<file path="src/rtl/resq_pkg.sv">
// Shared definitions for the relief-request dispatch scheduler.
// Holds the resource codes, the scheduler FSM states, the insert payload
// layout and a helper that maps a resource code to its queue-full flag.
package resq_pkg;

   localparam logic [1:0] RES_FOOD    = 2'b00;
   localparam logic [1:0] RES_SHELTER = 2'b01;
   localparam logic [1:0] RES_EVAC    = 2'b10;
   localparam logic [1:0] RES_INVALID = 2'b11;

   typedef enum logic [1:0] {
      DECIDE = 2'd0,
      INSERT = 2'd1,
      SERVE  = 2'd2
   } state_e;

   typedef struct packed {
      logic [7:0] zone;
      logic [1:0] prio;
      logic [1:0] res;
   } insert_req_t;

   // Full flag of the queue a resource code targets; invalid codes never block.
   function automatic logic target_full(input logic [1:0] res,
                                        input logic       food_full,
                                        input logic       shelter_full,
                                        input logic       evac_full);
      logic full;
      full = 1'b0;
      case (res)
         RES_FOOD:    full = food_full;
         RES_SHELTER: full = shelter_full;
         RES_EVAC:    full = evac_full;
         default:     full = 1'b0;
      endcase
      return full;
   endfunction

endpackage

</file>
<file path="src/rtl/resq_team_timer.sv">
// Per-team service timer: loads SERVICE_CYCLES on a dispatch and counts down;
// the team is busy while the count is nonzero.
// Ports: clk, rst_n (async active-low), load (dispatch to this team),
//        busy (registered busy flag).
module resq_team_timer #(
   parameter int unsigned SERVICE_CYCLES = 8
) (
   input  logic clk,
   input  logic rst_n,
   input  logic load,
   output logic busy
);

   localparam int unsigned CNT_W = $clog2(SERVICE_CYCLES + 1);

   logic [CNT_W-1:0] count_q;
   logic [CNT_W-1:0] count_d;

   // Load wins over countdown.
   always_comb begin
      count_d = count_q;
      if (load) begin
         count_d = CNT_W'(SERVICE_CYCLES);
      end else if (count_q != '0) begin
         count_d = count_q - CNT_W'(1);
      end
   end

   always_ff @(posedge clk or negedge rst_n) begin
      if (!rst_n) begin
         count_q <= '0;
         busy    <= 1'b0;
      end else begin
         count_q <= count_d;
         busy    <= (count_d != '0);
      end
   end

endmodule

</file>
<file path="src/rtl/resq_dispatch_scheduler.sv">
// Front-end scheduler for the relief-request queue block.
// Arbitrates requesters onto the single Insert port (round-robin), issues
// Serve strobes when a dispatch team is free, and times each team's service.
// Every INSERT/SERVE cycle is followed by a DECIDE cycle so the queue block
// has one edge to update its flags before the next decision.
// Ports: Clock, Reset_n (async active-low); requester side Req_Valid/Zone/
//        Priority/Resource in, Req_Ready out (combinational grant); queue
//        status inputs; Insert/Zone/Priority/Resource_line and Serve/
//        Dispatch_Valid/Dispatch_Zone/Dispatch_Team outputs; Team_Busy.
// Optional: RESQ_SCHED_STATS_EN adds Dispatch_Count and Drop_Count.
module resq_dispatch_scheduler
   import resq_pkg::*;
#(
   parameter int unsigned NUM_REQ        = 4,
   parameter int unsigned NUM_TEAMS      = 2,
   parameter int unsigned SERVICE_CYCLES = 8,
   parameter int unsigned TEAM_W         = (NUM_TEAMS > 1) ? $clog2(NUM_TEAMS) : 1
) (
   input  logic                   Clock,
   input  logic                   Reset_n,
   input  logic [NUM_REQ-1:0]     Req_Valid,
   input  logic [NUM_REQ*8-1:0]   Req_Zone,
   input  logic [NUM_REQ*2-1:0]   Req_Priority,
   input  logic [NUM_REQ*2-1:0]   Req_Resource,
   output logic [NUM_REQ-1:0]     Req_Ready,
   input  logic                   Shelter_Full,
   input  logic                   Food_Full,
   input  logic                   Evac_Full,
   input  logic                   Evac_Empty,
   input  logic                   Shelter_Valid,
   input  logic                   Food_Valid,
   input  logic [7:0]             Queue_Output_Zone,
   output logic                   Insert,
   output logic [7:0]             Zone,
   output logic [1:0]             Priority,
   output logic [1:0]             Resource_line,
   output logic                   Serve,
   output logic                   Dispatch_Valid,
   output logic [7:0]             Dispatch_Zone,
   output logic [TEAM_W-1:0]      Dispatch_Team,
   output logic [NUM_TEAMS-1:0]   Team_Busy
`ifdef RESQ_SCHED_STATS_EN
   ,
   output logic [15:0]            Dispatch_Count,
   output logic [7:0]             Drop_Count
`endif
);

   localparam int unsigned PTR_W = (NUM_REQ > 1) ? $clog2(NUM_REQ) : 1;

   state_e               state_q;
   state_e               state_d;
   logic [PTR_W-1:0]     rr_ptr_q;
   logic [PTR_W-1:0]     grant_idx;
   logic [PTR_W-1:0]     cand;
   logic [PTR_W-1:0]     ptr_next;
   logic                 last_serve_q;
   logic                 grant_found;
   logic                 do_insert;
   logic                 do_serve;
   logic                 drop;
   logic                 has_work;
   logic                 team_free;
   logic [NUM_REQ-1:0]   eligible;
   logic [TEAM_W-1:0]    free_team;
   insert_req_t          grant_req;
   logic [NUM_TEAMS-1:0] team_load;
   logic [NUM_TEAMS-1:0] team_busy;

   assign has_work  = ~Evac_Empty | Shelter_Valid | Food_Valid;
   assign Team_Busy = team_busy;

   // A requester is eligible when valid and its target queue can accept.
   always_comb begin
      eligible = '0;
      for (int i = 0; i < NUM_REQ; i++) begin
         eligible[i] = Req_Valid[i] &
                       ~target_full(Req_Resource[2*i +: 2], Food_Full, Shelter_Full, Evac_Full);
      end
   end

   // Round-robin search starting at the pointer.
   always_comb begin
      grant_found = 1'b0;
      grant_idx   = '0;
      cand        = '0;
      for (int unsigned k = 0; k < NUM_REQ; k++) begin
         cand = PTR_W'((32'(rr_ptr_q) + k) % NUM_REQ);
         if (!grant_found && eligible[cand]) begin
            grant_found = 1'b1;
            grant_idx   = cand;
         end
      end
   end

   // Payload of the winning requester.
   always_comb begin
      grant_req = '0;
      for (int i = 0; i < NUM_REQ; i++) begin
         if (grant_idx == PTR_W'(i)) begin
            grant_req.zone = Req_Zone[8*i +: 8];
            grant_req.prio = Req_Priority[2*i +: 2];
            grant_req.res  = Req_Resource[2*i +: 2];
         end
      end
   end

   assign ptr_next = (32'(grant_idx) == NUM_REQ - 1) ? '0 : grant_idx + PTR_W'(1);

   // Lowest-index free team.
   always_comb begin
      team_free = 1'b0;
      free_team = '0;
      for (int t = int'(NUM_TEAMS) - 1; t >= 0; t--) begin
         if (!team_busy[t]) begin
            team_free = 1'b1;
            free_team = TEAM_W'(t);
         end
      end
   end

   // FSM state register.
   always_ff @(posedge Clock or negedge Reset_n) begin
      if (!Reset_n) begin
         state_q <= DECIDE;
      end else begin
         state_q <= state_d;
      end
   end

   // Next-state decision; evac service first, then insert/serve alternation.
   always_comb begin
      state_d   = state_q;
      do_serve  = 1'b0;
      do_insert = 1'b0;
      case (state_q)
         DECIDE: begin
            if (!Evac_Empty && team_free) begin
               do_serve = 1'b1;
            end else if (grant_found && (last_serve_q || !has_work || !team_free)) begin
               do_insert = 1'b1;
            end else if (has_work && team_free) begin
               do_serve = 1'b1;
            end else if (grant_found) begin
               do_insert = 1'b1;
            end
            if (do_serve) begin
               state_d = SERVE;
            end else if (do_insert && (grant_req.res != RES_INVALID)) begin
               state_d = INSERT;
            end
         end
         default: state_d = DECIDE;
      endcase
   end

   // Invalid-resource grants are accepted and discarded without an Insert.
   assign drop = do_insert & (grant_req.res == RES_INVALID);

   always_comb begin
      Req_Ready = '0;
      for (int i = 0; i < NUM_REQ; i++) begin
         Req_Ready[i] = do_insert & (grant_idx == PTR_W'(i));
      end
   end

   // Registered strobes, payloads and arbitration history.
   always_ff @(posedge Clock or negedge Reset_n) begin
      if (!Reset_n) begin
         rr_ptr_q       <= '0;
         last_serve_q   <= 1'b0;
         Insert         <= 1'b0;
         Serve          <= 1'b0;
         Dispatch_Valid <= 1'b0;
         Zone           <= '0;
         Priority       <= '0;
         Resource_line  <= '0;
         Dispatch_Zone  <= '0;
         Dispatch_Team  <= '0;
      end else begin
         Insert         <= (state_d == INSERT);
         Serve          <= (state_d == SERVE);
         Dispatch_Valid <= (state_d == SERVE);
         if (do_insert) begin
            rr_ptr_q     <= ptr_next;
            last_serve_q <= 1'b0;
            if (!drop) begin
               Zone          <= grant_req.zone;
               Priority      <= grant_req.prio;
               Resource_line <= grant_req.res;
            end
         end
         if (do_serve) begin
            last_serve_q  <= 1'b1;
            Dispatch_Zone <= Queue_Output_Zone;
            Dispatch_Team <= free_team;
         end
      end
   end

   // One service timer per team, loaded at the end of its SERVE cycle.
   for (genvar t = 0; t < NUM_TEAMS; t++) begin : g_team
      assign team_load[t] = (state_q == SERVE) && (Dispatch_Team == TEAM_W'(t));
      resq_team_timer #(
         .SERVICE_CYCLES(SERVICE_CYCLES)
      ) u_timer (
         .clk  (Clock),
         .rst_n(Reset_n),
         .load (team_load[t]),
         .busy (team_busy[t])
      );
   end

`ifdef RESQ_SCHED_STATS_EN
   // Saturating activity counters.
   always_ff @(posedge Clock or negedge Reset_n) begin
      if (!Reset_n) begin
         Dispatch_Count <= '0;
         Drop_Count     <= '0;
      end else begin
         if ((state_q == SERVE) && (Dispatch_Count != 16'hFFFF)) begin
            Dispatch_Count <= Dispatch_Count + 16'd1;
         end
         if (drop && (Drop_Count != 8'hFF)) begin
            Drop_Count <= Drop_Count + 8'd1;
         end
      end
   end
`endif

endmodule

</file>
<file path="config.mk">
export PLATFORM = sky130hd
export DESIGN_NAME = resq_dispatch_scheduler
export DESIGN_NICKNAME = d
export VERILOG_FILES = /design/src/rtl/resq_pkg.sv /design/src/rtl/resq_team_timer.sv /design/src/rtl/resq_dispatch_scheduler.sv
export SDC_FILE = /design/constraint.sdc
export NUM_CORES = 1
export LEC_CHECK = 0
export BUFFER_PORTS_ARGS = -buffer_cell sky130_fd_sc_hd__buf_2
export CAP_MARGIN = 5
export CORE_AREA = 5 5 77 79
export DETAILED_ROUTE_END_ITERATION = 16
export DIE_AREA = 0 0 82 84
export PLACE_DENSITY = 0.78
export SLEW_MARGIN = 20
export SYNTH_ARGS = -nofsm -noshare
export SYNTH_HDL_FRONTEND = slang
export SYNTH_HIERARCHICAL = 1
export SYNTH_SLANG_ARGS = --single-unit
</file>
<file path="constraint.sdc">
create_clock -name Clock -period 2.8 [get_ports Clock]
set_input_delay 0 -clock Clock [delete_from_list [all_inputs] [get_ports Clock]]
set_output_delay 0 -clock Clock [all_outputs]
set_load 0.03 [all_outputs]
</file>
Word-level counts from Yosys, hierarchy flattened:

Cells that the tools add are included.

* output and inout port bits: 30
* word-level logic and storage cells: 135
* flip-flop bits (word level): 38

* equality and inequality tests: 16
* order comparisons: 4
* mux-type cells: 48
* bitwise gates (word level): 18
* reductions and logical operators: 29
* $add $sub $neg: 6

Operators with widths (count)
* $mux 12: 4
* $mux 1: 24
* $eq 2x2->1 const B: 9
* $mux 2: 8
* $mux 4: 4
* $reduce_bool 4->1: 4
* $eq 2x1->1 const B: 6
* $logic_not 2->1: 6
* $lt 2x3->1 const B: 4
* $pmux 1 s3: 4
* $and 1x1->1: 9
* $logic_and 1x1->1: 9
* $bmux 1 s2: 4
* $sub 4x1->4 const B: 2
* $not 1->1: 7
* $logic_not 1->1: 6
* $add 2x1->2 const B: 2
* $add 2x2->2 const B: 2
* $logic_or 1x1->1: 2
* $ne 2x2->1 const B: 1
* $or 1x1->1: 2
* $reduce_and 2->1: 1
* $reduce_bool 2->1: 1

Depth between registers and ports, before layout:

Gate-level depths: netlist (run 1).

* depth after elaboration: 27
* mapped depth: 13
* depth with buffers taken out: 11

By module:

Netlist (run 1), hierarchy kept.

By module, submodules not included
* resq_dispatch_scheduler: cells each 191, sequential area each 700.7 um2, instances 1, area each 1868.0 um2
* resq_team_timer: cells each 26, sequential area each 125.1 um2, instances 2, area each 260.2 um2

Worst setup path after synthesis (run 1):

Ideal clock, no wire load.

* path type: reg2reg
* from: register rr_ptr_q[1]
* to: register Zone[0]
* required time: 2675 ps
* stages on the path, launching flop included: 13
* data arrival time: 2272 ps
* slack: 403 ps
* setup time: 125 ps
* cells stage by stage: dfrtp_1 -> o2111ai_1 -> a21boi_0 -> o21ai_0 -> o21a_1 -> ha_1 -> clkbuf_1 -> a21oi_1 -> o21ai_0 -> a22oi_1 -> o211ai_4 -> buf_6 -> mux2_4

* word-level cells in the longest chain between the ends: 21
* elaborated cells on any way between the ends: 44

Ends and longest elaborated chain
* from (decl): line resq_dispatch_scheduler.sv:53 `logic [PTR_W-1:0] rr_ptr_q;`
* from (signal assigned): line resq_dispatch_scheduler.sv:185 `rr_ptr_q <= ptr_next;`
* parallel branches: the longest is 21 deep, another holds $add 2x1->2
* to (signal assigned): line resq_dispatch_scheduler.sv:188 `Zone <= grant_req.zone;`
* to (decl): line resq_dispatch_scheduler.sv:34 `output logic [7:0] Zone,`

Parallel ways; which one is timed is not known. The select of a mux whose other input is x is not followed.
A chain may end at the register's enable or synchronous reset.

Worst setup path in the final report (run 1):

* from: register rr_ptr_q[0]
* to: register Zone[7]

Same word-level chain as after synthesis.

==> impl_metrics.json, run 1 <==
{
  "routedWlPerCell_um": 14.35,
  "dp_slack_ns": 0.09821,
  "synth.cell_area_um2": 2389,
  "rsz_0062_raised_after_global_routing": "false",
  "power_density_nw_per_um2": 1076,
  "synth.lib_cells_used.distinct": 45,
  "floorplan.core_area_um2": 5270,
  "fin_tns_setup_ns": 0,
  "final-setup-viol-count": 0,
  "outcome": "complete, no violations",
  "die_x_um": 82,
  "timing.final.crit_share_pct": 92.09,
  "totalPowerFinal_mw": 3.377,
  "regToRegStartpoint": "rr_ptr_q[0]",
  "n_antenna_cell": 0,
  "htreeDepth": 2,
  "critPathArrivalTime_ns": 2.74,
  "worst_flop_to_flop_path_endpoint": "Zone[7]",
  "timing.reg2reg.worst_path_depth": 10,
  "final_setup_margin_ns": 0.2216,
  "max_stage_delay_ns": 0.42,
  "start_util_pct": 45.32,
  "synth_top_family_by_area": "compound AO/OA/AOI/OAI gates",
  "gr-usage-all-layers_pct": 18.37,
  "worst_setup_path_end_kind": "flip-flop",
  "largest_net_degree_at_the_start_of_global_routing": 39,
  "timing.hold.worst.class": "in -> reg",
  "peakVddDrop_uv": 529.4,
  "slew_viol_final": 0,
  "clk_pin_slew_worst_paths_ns": 0.07,
  "clkSinkCount": 38,
  "layout_commonest_cell": "sky130_fd_sc_hd__buf_2",
  "die_area_um2": 6888,
  "globalRoute.totalOverflow": 0,
  "synth-async-reset-ratio_pct": 100.0,
  "source_of_the_critical_timing_path": "rr_ptr_q[0]",
  "timing.final.crit_period_ns": 2.578,
  "simple_gate_area_share_of_the_yosys_netlist_pct": 17.60,
  "synth_enable_flop_cells": 0,
  "path_cells": "a2bb2oi_1 -> a22o_1 -> inv_1 -> ha_1 -> nor2b_1 -> o21ai_0 -> o31ai_1 -> o211ai_4 -> buf_12 -> mux2_2",
  "cts_tree": "built",
  "drt_first_pass_iters": 4,
  "timing.fmax_ghz": 0.3878,
  "clock_insertion_delay_worst_skew_ns": 0.28,
  "gp_congestion": 0.8675,
  "tightest_slew_ns": 0.8413,
  "synth_fa_ha_area_share_pct": 3.143,
  "mostFrequentLayoutCells": "sky130_fd_sc_hd__buf_2, sky130_fd_sc_hd__dfrtp_1, sky130_fd_sc_hd__nand2_1, sky130_fd_sc_hd__a21oi_1, sky130_fd_sc_hd__o21ai_0",
  "detailedPlacementHpwl_um": 4524,
  "syn-num-nets": 317,
  "port_buffers": 97,
  "synth_top_area_share_pct": 39.81,
  "syn_area_per_cell_um2": 9.829,
  "critPathSlowestCell": "sky130_fd_sc_hd__dfrtp_1",
  "grt_pass1_vias": 2252,
  "ys_top_cells_by_area": "sky130_fd_sc_hd__dfrtp_1, sky130_fd_sc_hd__a21oi_1, sky130_fd_sc_hd__mux2_4",
  "core.rowCount": 27,
  "clk_path_buf_depth": 2,
  "layout-area-overhead-vs-synth_pct": 31.38,
  "slew-limit-headroom_pct": 43.91,
  "clock_skew_ns": 0.004475,
  "timing.hold.worst.start": "Req_Zone[27]",
  "ff2ff_setup_slack_ns": 0.22,
  "synth_top_flop_cell": "sky130_fd_sc_hd__dfrtp_1",
  "post_route_cells_drive_above_1_share_pct": 41.60,
  "cts_root_buf": "sky130_fd_sc_hd__clkbuf_8",
  "leakagePower_nw": 1.527,
  "numCtsBuffers": 5,
  "synth_xor_xnor_area_share_pct": 0.7334,
  "whs_ns": 0.06801,
  "critical_path_required_ns": 2.96,
  "grt_pass1_wl_um": 10120,
  "hold_viol": 0,
  "num_vias": 2206,
  "pin_count": 98,
  "synth.area.mux_share_pct": 12.52,
  "drcViolationCount": 0,
  "ys_warn_count": 6,
  "crit_path_end": "Zone[7]",
  "drtAntennaViolNets": 0,
  "compound_gate_fraction_of_synth_area_pct": 21.79,
  "post_cts_buffers": 0,
  "yosys_register_bits": 38,
  "synth_sequential_area_ratio_pct": 39.81,
  "max-cap-violations": 0,
  "path_class": "reg -> reg",
  "drtIter0Drc": 107,
  "yosys.area.top_type": "sky130_fd_sc_hd__dfrtp_1",
  "drt-vias-per-instance": 5.215,
  "post_synth_inst_count": 243,
  "grt_antenna_before_repair": 0,
  "timing.critical_path.fanout_max": 13,
  "nets": 425,
  "routed_wl_um": 6071,
  "start_kind": "flip-flop",
  "chipHeight_um": 84
}
==> metal layers <==
layer	up-vias	track usage [%]	routed length [um]
met3	10	2.916	235
met2	54	31.59	3216
met5	-	0	0
met1	1054	23.20	2534
met4	0	5.438	85
li1	1088	-	-
==> report_power, final <==
group	switching (mW)	internal, mW	leakage, nW
Combinational	1.13	0.905	1.03
Sequential	0.191	0.808	0.459
Clock	0.170	0.171	0.0383
Total	1.49	1.88	1.53
==> worst min-delay path by stage <==
stage	endpoint	slack, ns	depth (start not counted)
floorplan	Dispatch_Team	-0.30	0
global placement	Zone[6]	0.15	1
detailed placement	rr_ptr_q[1]	0.15	1
CTS	Zone[3]	0.06	4
global route	Zone[6]	0.07	4
finish	Zone[3]	0.07	4
==> cell usage after synthesis, types with 2 or more instances <==
cell	instances
sky130_fd_sc_hd__dfrtp_1	38
sky130_fd_sc_hd__nand2_1	34
sky130_fd_sc_hd__a21oi_1	28
sky130_fd_sc_hd__o21ai_0	17
sky130_fd_sc_hd__nand3b_1	13
sky130_fd_sc_hd__mux2_2	11
sky130_fd_sc_hd__clkbuf_1	9
sky130_fd_sc_hd__inv_1	9
sky130_fd_sc_hd__mux2_4	9
sky130_fd_sc_hd__nor2_1	9
sky130_fd_sc_hd__ha_1	6
sky130_fd_sc_hd__and3_1	4
sky130_fd_sc_hd__mux2i_1	4
sky130_fd_sc_hd__a21boi_0	3
sky130_fd_sc_hd__o221ai_2	3
sky130_fd_sc_hd__a211o_1	2
sky130_fd_sc_hd__a211oi_2	2
sky130_fd_sc_hd__a22oi_1	2
sky130_fd_sc_hd__a2bb2oi_1	2
sky130_fd_sc_hd__a31oi_1	2
sky130_fd_sc_hd__buf_4	2
sky130_fd_sc_hd__buf_6	2
sky130_fd_sc_hd__nand2b_1	2
sky130_fd_sc_hd__nor3_1	2
sky130_fd_sc_hd__nor3b_1	2
sky130_fd_sc_hd__nor4b_1	2
sky130_fd_sc_hd__o21a_1	2
sky130_fd_sc_hd__or2_2	2
sky130_fd_sc_hd__or3_1	2
sky130_fd_sc_hd__or3b_4	2
sky130_fd_sc_hd__xnor2_1	2
==> critical path: cells and delay by family, from the launching register on <==
| kind | cells | cell delay (ns) |
|---|---|---|
| AO/OA/AOI/OAI | 5 | 1.00 |
| adder cells (fa/ha/maj) | 1 | 0.27 |
| buffers and inverters | 2 | 0.27 |
| flip-flops | 1 | 0.42 |
| multiplexers | 1 | 0.34 |
| AND/OR/NAND/NOR | 1 | 0.15 |
==> stage by stage <==
step / std cells / area (um^2) / util, %
3_3_place_gp: 407 / 2965 / 56.27
6_report: 423 / 3138 / 59.54
3_5_place_dp: 407 / 2965 / 56.27
5_1_grt: 423 / 3138 / 59.54
2_1_floorplan: 243 / 2389 / -
4_1_cts: 423 / 3132 / 59.43
==> layout make-up <==
cell class              count  area [um^2]
fillers                   477         2132
repair buffers            114        648.1
multi-input cells         183         1338
flip-flops and latches     38        952.2
well taps                  72        90.09
inverters                   9        33.78
clock buffers               7        76.32
==> sequential cells by signal (all words and copies together), names as in the netlist <==
name                    cells
Insert                      1
rr_ptr_q                    2
Resource_line               2
Zone                        8
Dispatch_Team               1
Dispatch_Zone               8
g_team.u_timer/count_q      8
g_team.u_timer/busy         2
Priority                    2
last_serve_q                1
state_q                     2
Dispatch_Valid              1
==> cells by family (layout without fill, tap and decap cells) <==
logic type | Yosys count | in the layout
simple gates | 78 | 78
compound gates | 73 | 73
flops | 38 | 38
mux | 24 | 24
fa+ha+maj | 6 | 6
xor+xnor | 2 | 2
buf+inv | 22 | 130
==> what timing repair did <==
item / 4_1_cts / 5_1_grt
hold buffers: 9 / 0
hold endpoints to repair: 46 / 0
resized for setup: 0 / 2
endpoints found under the setup margin: 0 / 10
No activity file was read; power rests on OpenSTA's default activity.
==> run 2, diff against run 1 <==
Settings changed: PLACE_DENSITY 0.78 to 0.84.
==> run 2 against run 1 <==
  * Worst hold slack worse by 0.012 ns
  * Total power up 6.3%
  * Sequential power down 0.4%
  * Critical path type unchanged
  * Critical endpoint is now Priority[1]
  * Largest cell class unchanged
==> impl_metrics.json, run 2 (synthesis gave the netlist of run 1 again) <==
{
  "clk_path_buf_depth": 2,
  "globalRoute.totalOverflow": 0,
  "postLayoutCoreUtil_pct": 60.90,
  "core.rowCount": 27,
  "detailedPlacementHpwl_um": 4536,
  "critical_path_required_ns": 2.97,
  "wp_buf_inv": 1,
  "grt_antenna_before_repair": 0,
  "htreeDepth": 2,
  "die_area_um2": 6888,
  "gr-usage-all-layers_pct": 18.43,
  "num_vias": 2198,
  "start_kind": "flip-flop",
  "leakagePower_nw": 1.561,
  "peakVddDrop_uv": 642.6,
  "pin_count": 98,
  "final-setup-viol-count": 0,
  "biggestRegsByFlops": "Dispatch_Zone: 8 flops, Zone: 8 flops, g_team.u_timer/count_q: 8 flops",
  "fin_tns_setup_ns": 0,
  "mostFrequentLayoutCells": "sky130_fd_sc_hd__buf_2, sky130_fd_sc_hd__dfrtp_1, sky130_fd_sc_hd__nand2_1, sky130_fd_sc_hd__a21oi_1, sky130_fd_sc_hd__o21ai_0",
  "floorplan.core_area_um2": 5270,
  "drt-vias-per-instance": 5.184,
  "source_of_the_critical_timing_path": "rr_ptr_q[1]",
  "timing.final.crit_period_ns": 2.630,
  "max_stage_delay_ns": 0.41,
  "power_density_nw_per_um2": 1118,
  "numCtsBuffers": 5,
  "worst_setup_path_end_kind": "flip-flop",
  "placed_cells_incl_taps": 407,
  "layout-area-overhead-vs-synth_pct": 34.36,
  "clock_insertion_delay_worst_skew_ns": 0.29,
  "slew-limit-headroom_pct": 45.93,
  "timing.final.crit_share_pct": 93.92,
  "fillCellCount": 472,
  "timing.critical_path.fanout_max": 11,
  "tightest_slew_ns": 0.8110,
  "clkSinkCount": 38,
  "cts_tree": "built",
  "gp_congestion": 0.9119,
  "critPathArrivalTime_ns": 2.80,
  "drt_first_pass_iters": 4,
  "routedWlPerCell_um": 14.06,
  "port_buffers": 97,
  "timing.fmax_ghz": 0.3803,
  "chipHeight_um": 84,
  "die_x_um": 82,
  "hold_viol": 0,
  "path_cells": "o2111ai_1 -> a21boi_0 -> o21ai_0 -> o21a_1 -> ha_1 -> nor2b_1 -> o21ai_0 -> o31ai_2 -> o211ai_4 -> buf_12 -> mux2_2",
  "ff2ff_setup_slack_ns": 0.17,
  "critPathSlowestCell": "sky130_fd_sc_hd__dfrtp_2",
  "clock_skew_ns": 0.01312,
  "post_cts_buffers": 0,
  "worst_path_dominant_cell_family": "compound AO/OA/AOI/OAI gates",
  "grt_pass1_wl_um": 10060,
  "outcome": "complete, no violations",
  "max-cap-violations": 0,
  "drcViolationCount": 0,
  "routed_wl_um": 5960,
  "cts_root_buf": "sky130_fd_sc_hd__clkbuf_8",
  "area.sequential_um2": 952.2,
  "path_class": "reg -> reg",
  "drtAntennaViolNets": 0,
  "layout_commonest_cell": "sky130_fd_sc_hd__buf_2",
  "drtIter0Drc": 82,
  "regToRegStartpoint": "rr_ptr_q[1]",
  "start_util_pct": 45.32,
  "slew_viol_final": 0,
  "post_route_cells_drive_above_1_share_pct": 42.61,
  "multi_input_comb_area_um2": 1343,
  "clk_pin_slew_worst_paths_ns": 0.07,
  "cpMostUsedCell": "sky130_fd_sc_hd__o21ai_0",
  "rsz_0062_raised_after_global_routing": "false",
  "largest_net_degree_at_the_start_of_global_routing": 39,
  "timing.hold.worst.start": "Req_Zone[28]",
  "layout.cells.non_filler": 424,
  "nets": 425,
  "timing.hold.worst.class": "in -> reg",
  "grt_pass1_vias": 2298,
  "n_antenna_cell": 0
}
## run 2: cell count changes in the layout (fill, tap and decap cells not counted), sizes merged
cell,change
bufinv,+2
clkbuf,-1
## run 2: stage by stage
| stage | power [mW] | cell area (um^2) | hold WS, ns | worst slack [ns] |
|---|---|---|---|---|
| finish | 3.588 | 3209 | 0.05613 | 0.1702 |
| global route | 3.838 | 3209 | 0.07162 | 0.02035 |
| CTS | 3.599 | 3198 | 0.04843 | 0.1521 |
| detailed placement | 3.012 | 2965 | 0.1473 | 0.1102 |
| global placement | 2.947 | 2965 | 0.1495 | 0.1154 |
| floorplan | 2.490 | 2389 | -0.2956 | 0.4025 |
## run 2: worst paths after layout
path,end,cells past startpoint
worst max-delay path,Priority[1],11
worst min-delay path,Zone[4],4
worst max register to register,Priority[1],11
worst min register to register,Priority[1],1
max in group asynchronous,rr_ptr_q[1],2
min in group asynchronous,state_q[1],2
## run 2: area by class of cell
cell class,count,area share [%]
Clock buffer,6,2.573
Clock inverter,2,1.871
Inverter,9,1.053
Multi-Input combinational cell,183,41.83
Sequential cell,38,29.67
Tap cell,72,2.807
Timing Repair Buffer,114,20.19
## run 2: timing repair
| action | 4_1_cts | 5_1_grt |
|---|---|---|
| setup endpoints to repair | 0 | 10 |
| hold buffers | 9 | 0 |
| hold endpoints to repair | 46 | 0 |
| gates resized for setup | 0 | 3 |
## run 2: where the power goes
group	internal, mW	switching [mW]	total, mW	leakage, nW
sequential	0.808	0.187	0.995	0.459
combinational	0.906	1.12	2.03	1.03
clock	0.380	0.185	0.565	0.0714
## run 2: layer usage
layer / track usage [%] / vias to the layer above / wire length (um)
met5: 0 / - / 0
met4: 5.891 / 0 / 65
met3: 3.672 / 6 / 235
met2: 33.06 / 41 / 3166
met1: 21.35 / 1059 / 2493
li1: - / 1092 / -
## run 2: worst register-to-register path, stage by stage, from the launching register on
cell                        delay (ns)
sky130_fd_sc_hd__dfrtp_2          0.41
sky130_fd_sc_hd__o2111ai_1        0.11
sky130_fd_sc_hd__a21boi_0         0.18
sky130_fd_sc_hd__o21ai_0          0.12
sky130_fd_sc_hd__o21a_1           0.17
sky130_fd_sc_hd__ha_1             0.25
sky130_fd_sc_hd__nor2b_1          0.16
sky130_fd_sc_hd__o21ai_0          0.21
sky130_fd_sc_hd__o31ai_2          0.14
sky130_fd_sc_hd__o211ai_4         0.25
sky130_fd_sc_hd__buf_12           0.18
sky130_fd_sc_hd__mux2_2           0.33
